`src/rtl/trap_ctrl.sv`:
```
// rtl/trap_ctrl.sv - trap sequencer: prioritises interrupts and sync events into registered csr trap commands
// Optional feature macro: TRAP_CTRL_VECTORED_EN (vectored interrupt targets when mtvec_i[1:0]==2'b01)
module trap_ctrl (
  input  logic        clk,
  input  logic        rst,
  input  logic        irq_ext_i,
  input  logic        irq_soft_i,
  input  logic        irq_timer_i,
  input  logic        ecall_i,
  input  logic        illegal_i,
  input  logic        mret_i,
  input  logic [31:0] inst_addr_i,
  input  logic        stall_i,
  input  logic [31:0] mstatus_i,
  input  logic [31:0] mie_i,
  input  logic [31:0] mtvec_i,
  input  logic [31:0] mepc_i,
  output logic [31:0] excepttype_o,
  output logic [31:0] except_addr_o,
  output logic        flush_o,
  output logic [31:0] new_pc_o,
  output logic        hold_o
);

  typedef enum logic [1:0] {IDLE, WAIT, ISSUE, SETTLE} state_t;
  state_t state;

  logic        ext_en, soft_en, tim_en, any_event;
  logic [31:0] cause, target, base;

  always_comb begin
    ext_en    = irq_ext_i   & mie_i[11] & mstatus_i[3];
    soft_en   = irq_soft_i  & mie_i[3]  & mstatus_i[3];
    tim_en    = irq_timer_i & mie_i[7]  & mstatus_i[3];
    base      = {mtvec_i[31:2], 2'b00};
    cause     = 32'h0000_0000;
    target    = base;
    any_event = 1'b1;
    if (illegal_i)    cause = 32'h0000_0002;
    else if (ecall_i) cause = 32'h0000_0008;
    else if (mret_i) begin
      cause  = 32'h0000_000A;
      target = mepc_i;
    end
    else if (ext_en)  cause = 32'h8000_000B;
    else if (soft_en) cause = 32'h8000_0000;
    else if (tim_en)  cause = 32'h8000_0007;
    else              any_event = 1'b0;
`ifdef TRAP_CTRL_VECTORED_EN
    // Only interrupts (cause[31]) use the vector table; sync events stay on the base.
    if (cause[31] && (mtvec_i[1:0] == 2'b01))
      target = base + {26'd0, cause[3:0], 2'b00};
`endif
  end

  logic unused_bits;
  assign unused_bits = ^{mstatus_i[31:4], mstatus_i[2:0], mie_i[31:12], mie_i[10:8],
                         mie_i[6:4], mie_i[2:0], mtvec_i[1:0]};

  always_ff @(posedge clk) begin
    if (rst) begin
      state         <= IDLE;
      excepttype_o  <= 32'h0;
      except_addr_o <= 32'h0;
      new_pc_o      <= 32'h0;
      flush_o       <= 1'b0;
      hold_o        <= 1'b0;
    end else begin
      // Command outputs are a single-cycle pulse; zero them unless entering ISSUE.
      excepttype_o  <= 32'h0;
      except_addr_o <= 32'h0;
      new_pc_o      <= 32'h0;
      flush_o       <= 1'b0;
      case (state)
        IDLE, WAIT: begin
          if (any_event && !stall_i) begin
            state         <= ISSUE;
            excepttype_o  <= cause;
            except_addr_o <= inst_addr_i;
            new_pc_o      <= target;
            flush_o       <= 1'b1;
            hold_o        <= 1'b1;
          end else if (any_event) begin
            state  <= WAIT;
            hold_o <= 1'b1;
          end else begin
            state  <= IDLE;
            hold_o <= 1'b0;
          end
        end
        ISSUE: begin
          state  <= SETTLE;
          hold_o <= 1'b1;
        end
        SETTLE: begin
          state  <= IDLE;
          hold_o <= 1'b0;
        end
        default: begin
          state  <= IDLE;
          hold_o <= 1'b0;
        end
      endcase
    end
  end

endmodule

```
`config.mk`:
```
export PLATFORM = sky130hd
export DESIGN_NAME = trap_ctrl
export DESIGN_NICKNAME = d
export VERILOG_FILES = /design/src/rtl/trap_ctrl.sv
export SDC_FILE = /design/constraint.sdc
export NUM_CORES = 1
export LEC_CHECK = 0
export ABC_CLOCK_PERIOD_IN_PS = 3600
export CAP_MARGIN = 20
export CORE_AREA = 4 4 100 102
export DETAILED_ROUTE_END_ITERATION = 10
export DIE_AREA = 0 0 104 106
export GPL_TIMING_DRIVEN = 0
export PLACE_DENSITY_LB_ADDON = 0.3
export SYNTH_ARGS = -nofsm -noshare
export SYNTH_HDL_FRONTEND = slang
export SYNTH_SLANG_ARGS = --single-unit
```
`constraint.sdc`:
```
create_clock -name clk -period 3.6 [get_ports clk]
set_input_delay 0.54 -clock clk [delete_from_list [all_inputs] [get_ports clk]]
set_output_delay 0.54 -clock clk [all_outputs]
set_load 0.05 [all_outputs]
```
## Yosys cells after proc, flatten, opt, wreduce, memory -nomap -nowiden

Cells that the tools add are included.

| cells by class | value |
|---|---|
| eq/ne operators | 3 |
| multiplexer cells | 22 |
| bitwise gates (word level) | 9 |
| reduce and logical (&&, ||, !) cells | 10 |

Operators with widths:

| kind | number |
|---|---|
| 2-to-1 mux 32 bit | 6 |
| OR reduction 6 bit | 2 |
| 2-to-1 mux 1 bit | 10 |
| 2-to-1 mux 4 bit | 2 |
| OR reduction 8 bit | 1 |
| bitwise AND 1 bit | 6 |
| case mux 2 bit (3 select lines) | 1 |
| == test 2 bit, second input constant | 2 |
| 2-to-1 mux 2 bit | 2 |
| OR reduction 2 bit | 2 |
| OR reduction 4 bit | 1 |
| NOT 1 bit | 3 |
| case mux 1 bit (3 select lines) | 1 |
| OR reduction 3 bit | 1 |
| == test 2 x 1 -> 1 bit, second input constant | 1 |
| logical NOT 2 bit | 1 |
| logical AND 1 bit | 1 |
| logical NOT 1 bit | 1 |

| storage, ports and cells | value |
|---|---|
| bits in registers | 100 |
| input bits | 169 |
| output and inout port bits | 98 |
| word-level logic and storage cells | 54 |

## Longest topological paths before layout

| depth | value |
|---|---|
| word-level depth | 11 |
| depth in mapped cells | 5 |
| depth with buffers taken out | 3 |

## Worst setup path after synthesis

Ideal clock, no wire load.

| path | value |
|---|---|
| path type | input to register |
| start point | in illegal_i |
| end point | reg excepttype_o[3] |
| data arrival time | 1.572 ns |
| data required time | 3.470 ns |
| path slack | 1.899 ns |
| stages | 4 |
| buffers on the path | 1 |
| cells stage by stage | or3_4 > a211oi_4 > buf_6 > a2111oi_0 |

| on the way | value |
|---|---|
| cells in the longest elaborated chain, start to end | 4 |

Ends and longest elaborated chain:

| item | RTL line | text |
|---|---|---|
| from (decl) | 10 | `input logic illegal_i,` |
| 2-to-1 mux 1 bit | 39 | `if (illegal_i) cause = 32'h0000_0002;` |
| logical AND 1 bit | 76 | `if (any_event && !stall_i) begin` |
| NOT 1 bit (no source line) | n/a |  |
| OR reduction 4 bit (no source line) (*) | n/a |  |
| to (signal assigned) | 78 | `excepttype_o <= cause;` |
| to (decl) | 18 | `output logic [31:0] excepttype_o,` |

Mark *: on every way between the ends. The rest lies on a longest branch, timed or not.
A chain may end at the register's enable or synchronous reset.

## Final worst setup path

Same ends and word-level chain as after synthesis.

==> results.txt <==
Post-Syn Area = 2710 um2
worst reg-to-reg path cell count = 5
WHS Path Cells = 2
drt wl/cell = 14.0 um
Initial Util = 0.298
H-Tree Depth = 3
Worst Max-Slew Pin Slew = 0.645 ns
Clk pwr share = 0.357
vias in the first global route = 2449
initial antenna violation count = 0
top post-synthesis cells by area = dfxtp_1 (54%), mux2i_1 (11%), nor3b_1 (9.1%)
Final min period = 2.08 ns
slowest stage delay, CP = 0.53 ns
Rel. slew slack = 0.568
hold_sp = state[0]$_SDFF_PP0_
crit path DAT = 2.28 ns
total CTS buffers = 9
Final setup viols = 0
Worst Path Required = 3.81 ns
commonest non-fill, non-tap cell in the layout = clkdlybuf4s50_1
Fillers = 817
commonest non-fill, non-tap cells in the layout = clkdlybuf4s50_1 (177), dfxtp_1 (73), nor3b_1 (33)
Syn. warnings = 0
critical path endpoint category = flip-flop
Core ar. = 9110 um2
grt ovf = 0
maximum clock rate = 482 MHz
Post-synth EDFFs = 0
setup TNS = 0 ns
# diodes = 0
VDD IR max = 0.167 mV
area delta synth->final = 82.7%
clk root buf = clkbuf_8
pwr/cell area = 425 nW/um2
Netlist cell types = 27
switching power = 0.580 mW
r2r setup slk = 2.02 ns
Flop pwr share = 0.406
routed via count = 2442
Main synth FF type = dfxtp_1
die height = 106 um
Rows = 35
cts repair resizes = 0
Worst-path clk slew = 0.08 ns
Slowest-stage cell, CP = a211oi_4
fraction of layout cells with a size suffix above 1 = 0.136
internal power = 1.53 mW
Final Max Tran Viols = 0
Initial DRC Count = 47
Synth Register Bits = 73
Die W = 104 um
gr usage total = 0.139
area fraction of the dominant cell type after synthesis = 0.538
CP startpoint kind = primary input
hold worst-path end = hold_o$_SDFF_PP0_
CP Cell Sequence = clkdlybuf4s50_1 > or3_4 > a211oi_4 > buf_6 > a2111oi_0
final hold vios = 0
cell taking the most area after synthesis = dfxtp_1
drt via density = 4.26
R2R Path End = except_addr_o[10]$_SDFF_PP0_
sequential element share of the synthesized area = 0.538
share of power burned in combinational logic = 0.237
syn_area_per_cell = 11.2 um2
Detail Route Antenna Nets = 0
Worst Hold Class = flip-flop to flip-flop
die area = 11000 um2
max-capacitance violation count = 0
pin count of the biggest net entering global routing = 13
worst r2r src = state[1]$_SDFF_PP0_
Crit Path Class = primary input to flip-flop
first-pass GRT wire length = 12100 um
clk_skew = 0.00413 ns
1st-pass router iterations = 4
synthesized instance count = 243
worst-skew pair later-pin latency = 0.33 ns
# DRC = 0
Final Cycle Share = 0.576
Leakage = 1.93 nW
CTS tree = done
sw frac = 0.275
clock tree sinks = 73
port bufs = 177
Post-Place Cells = 557
# Post-CTS Setup Buffers = 0
I/O pin count = 267
GPL Wtd Cong = 0.747
DP HPWL = 6490 um
status = finished, final reports clean
hold buffer count at CTS = 0
DRT Wirelength = 8020 um
Max clock buf depth = 2
Nets = 626
Final Non-Filler Cells = 573
Async S/R FF share, synth = 0
critical-path maximum fanout = 10
unrepaired setup endpoints after global routing = false
-- power groups by stage --
stage | registers (mW) | logic (mW) | clock network, mW
after floorplan | 1.00 | 0.168 | 0
after global routing | 0.860 | 0.527 | 0.815
after CTS | 0.856 | 0.505 | 0.784
after detailed placement | 0.875 | 0.504 | 0
final | 0.856 | 0.501 | 0.752
after global placement | 0.874 | 0.501 | 0
-- cell usage after synthesis, types with 2 or more instances --
cell / number
a2111oi_0: 2
and3_1: 5
buf_2: 9
buf_4: 27
buf_6: 7
clkbuf_1: 3
dfxtp_1: 73
inv_1: 3
mux2i_1: 30
nand2_1: 2
nor2_1: 3
nor3_1: 31
nor3b_1: 33
or3_1: 2
-- layer usage --
| metal | global-route usage | part of all wire |
|---|---|---|
| met2 | 0.250 | 0.49 |
| met3 | 0.0546 | 0.10 |
| met5 | 0 | 0 |
| met1 | 0.146 | 0.39 |
| met4 | 0.0541 | 0.021 |
-- critical path: cells and delay by family --
kind | cells | cell delay, ns
AND/OR/NAND/NOR | 1 | 0.43
AO/OA/AOI/OAI | 2 | 0.60
buffers and inverters | 2 | 0.71
-- state kept, by name (all words and copies together), names as in the netlist --
| name | cells |
|---|---|
| flush_o | 1 |
| except_addr_o | 32 |
| new_pc_o | 32 |
| hold_o | 1 |
| state | 2 |
| excepttype_o | 5 |
-- cell type report --
cell class                 instances  area [um2]  area share
tap                              111         139      0.0280
clock buffer                      11         131      0.0265
clock inverter                     5         104      0.0209
buffer                            46         338      0.0681
sequential                        73        1460       0.295
multi-input combinational        147        1000       0.202
timing repair buffer             177        1770       0.357
inverter                           3        11.3     0.00227
-- per-stage QoR --
step           total power [mW]  area (um2)  utilization  worst slack (ns)  hold slack, ns
2_1_floorplan              1.17        2810            -              1.90           0.470
3_3_place_gp               1.37        4720        0.518              1.13           0.483
3_5_place_dp               1.38        4720        0.518              1.14           0.492
4_1_cts                    2.15        4960        0.544              1.50           0.509
5_1_grt                    2.20        4960        0.544              1.43           0.532
6_report                   2.11        4960        0.544              1.52           0.507
-- worst max path at each step --
stage / startpoint / endpoint / depth (start not counted)
2_1_floorplan: illegal_i / excepttype_o[3]$_SDFF_PP0_ / 4
3_3_place_gp: illegal_i / excepttype_o[3]$_SDFF_PP0_ / 5
3_5_place_dp: illegal_i / excepttype_o[3]$_SDFF_PP0_ / 5
4_1_cts: illegal_i / excepttype_o[3]$_SDFF_PP0_ / 5
5_1_grt: illegal_i / excepttype_o[3]$_SDFF_PP0_ / 5
6_report: illegal_i / excepttype_o[3]$_SDFF_PP0_ / 5
-- cell families after synthesis --
kind of cell | Yosys count | synth area share
and+or+nand+nor | 80 | 0.184
AOI/OAI and AO/OA | 10 | 0.0364
other | 1 | 0.00138
buffers and inverters | 49 | 0.129
DFF | 73 | 0.538
muxes | 30 | 0.111
(Power assumes the default switching activity.)
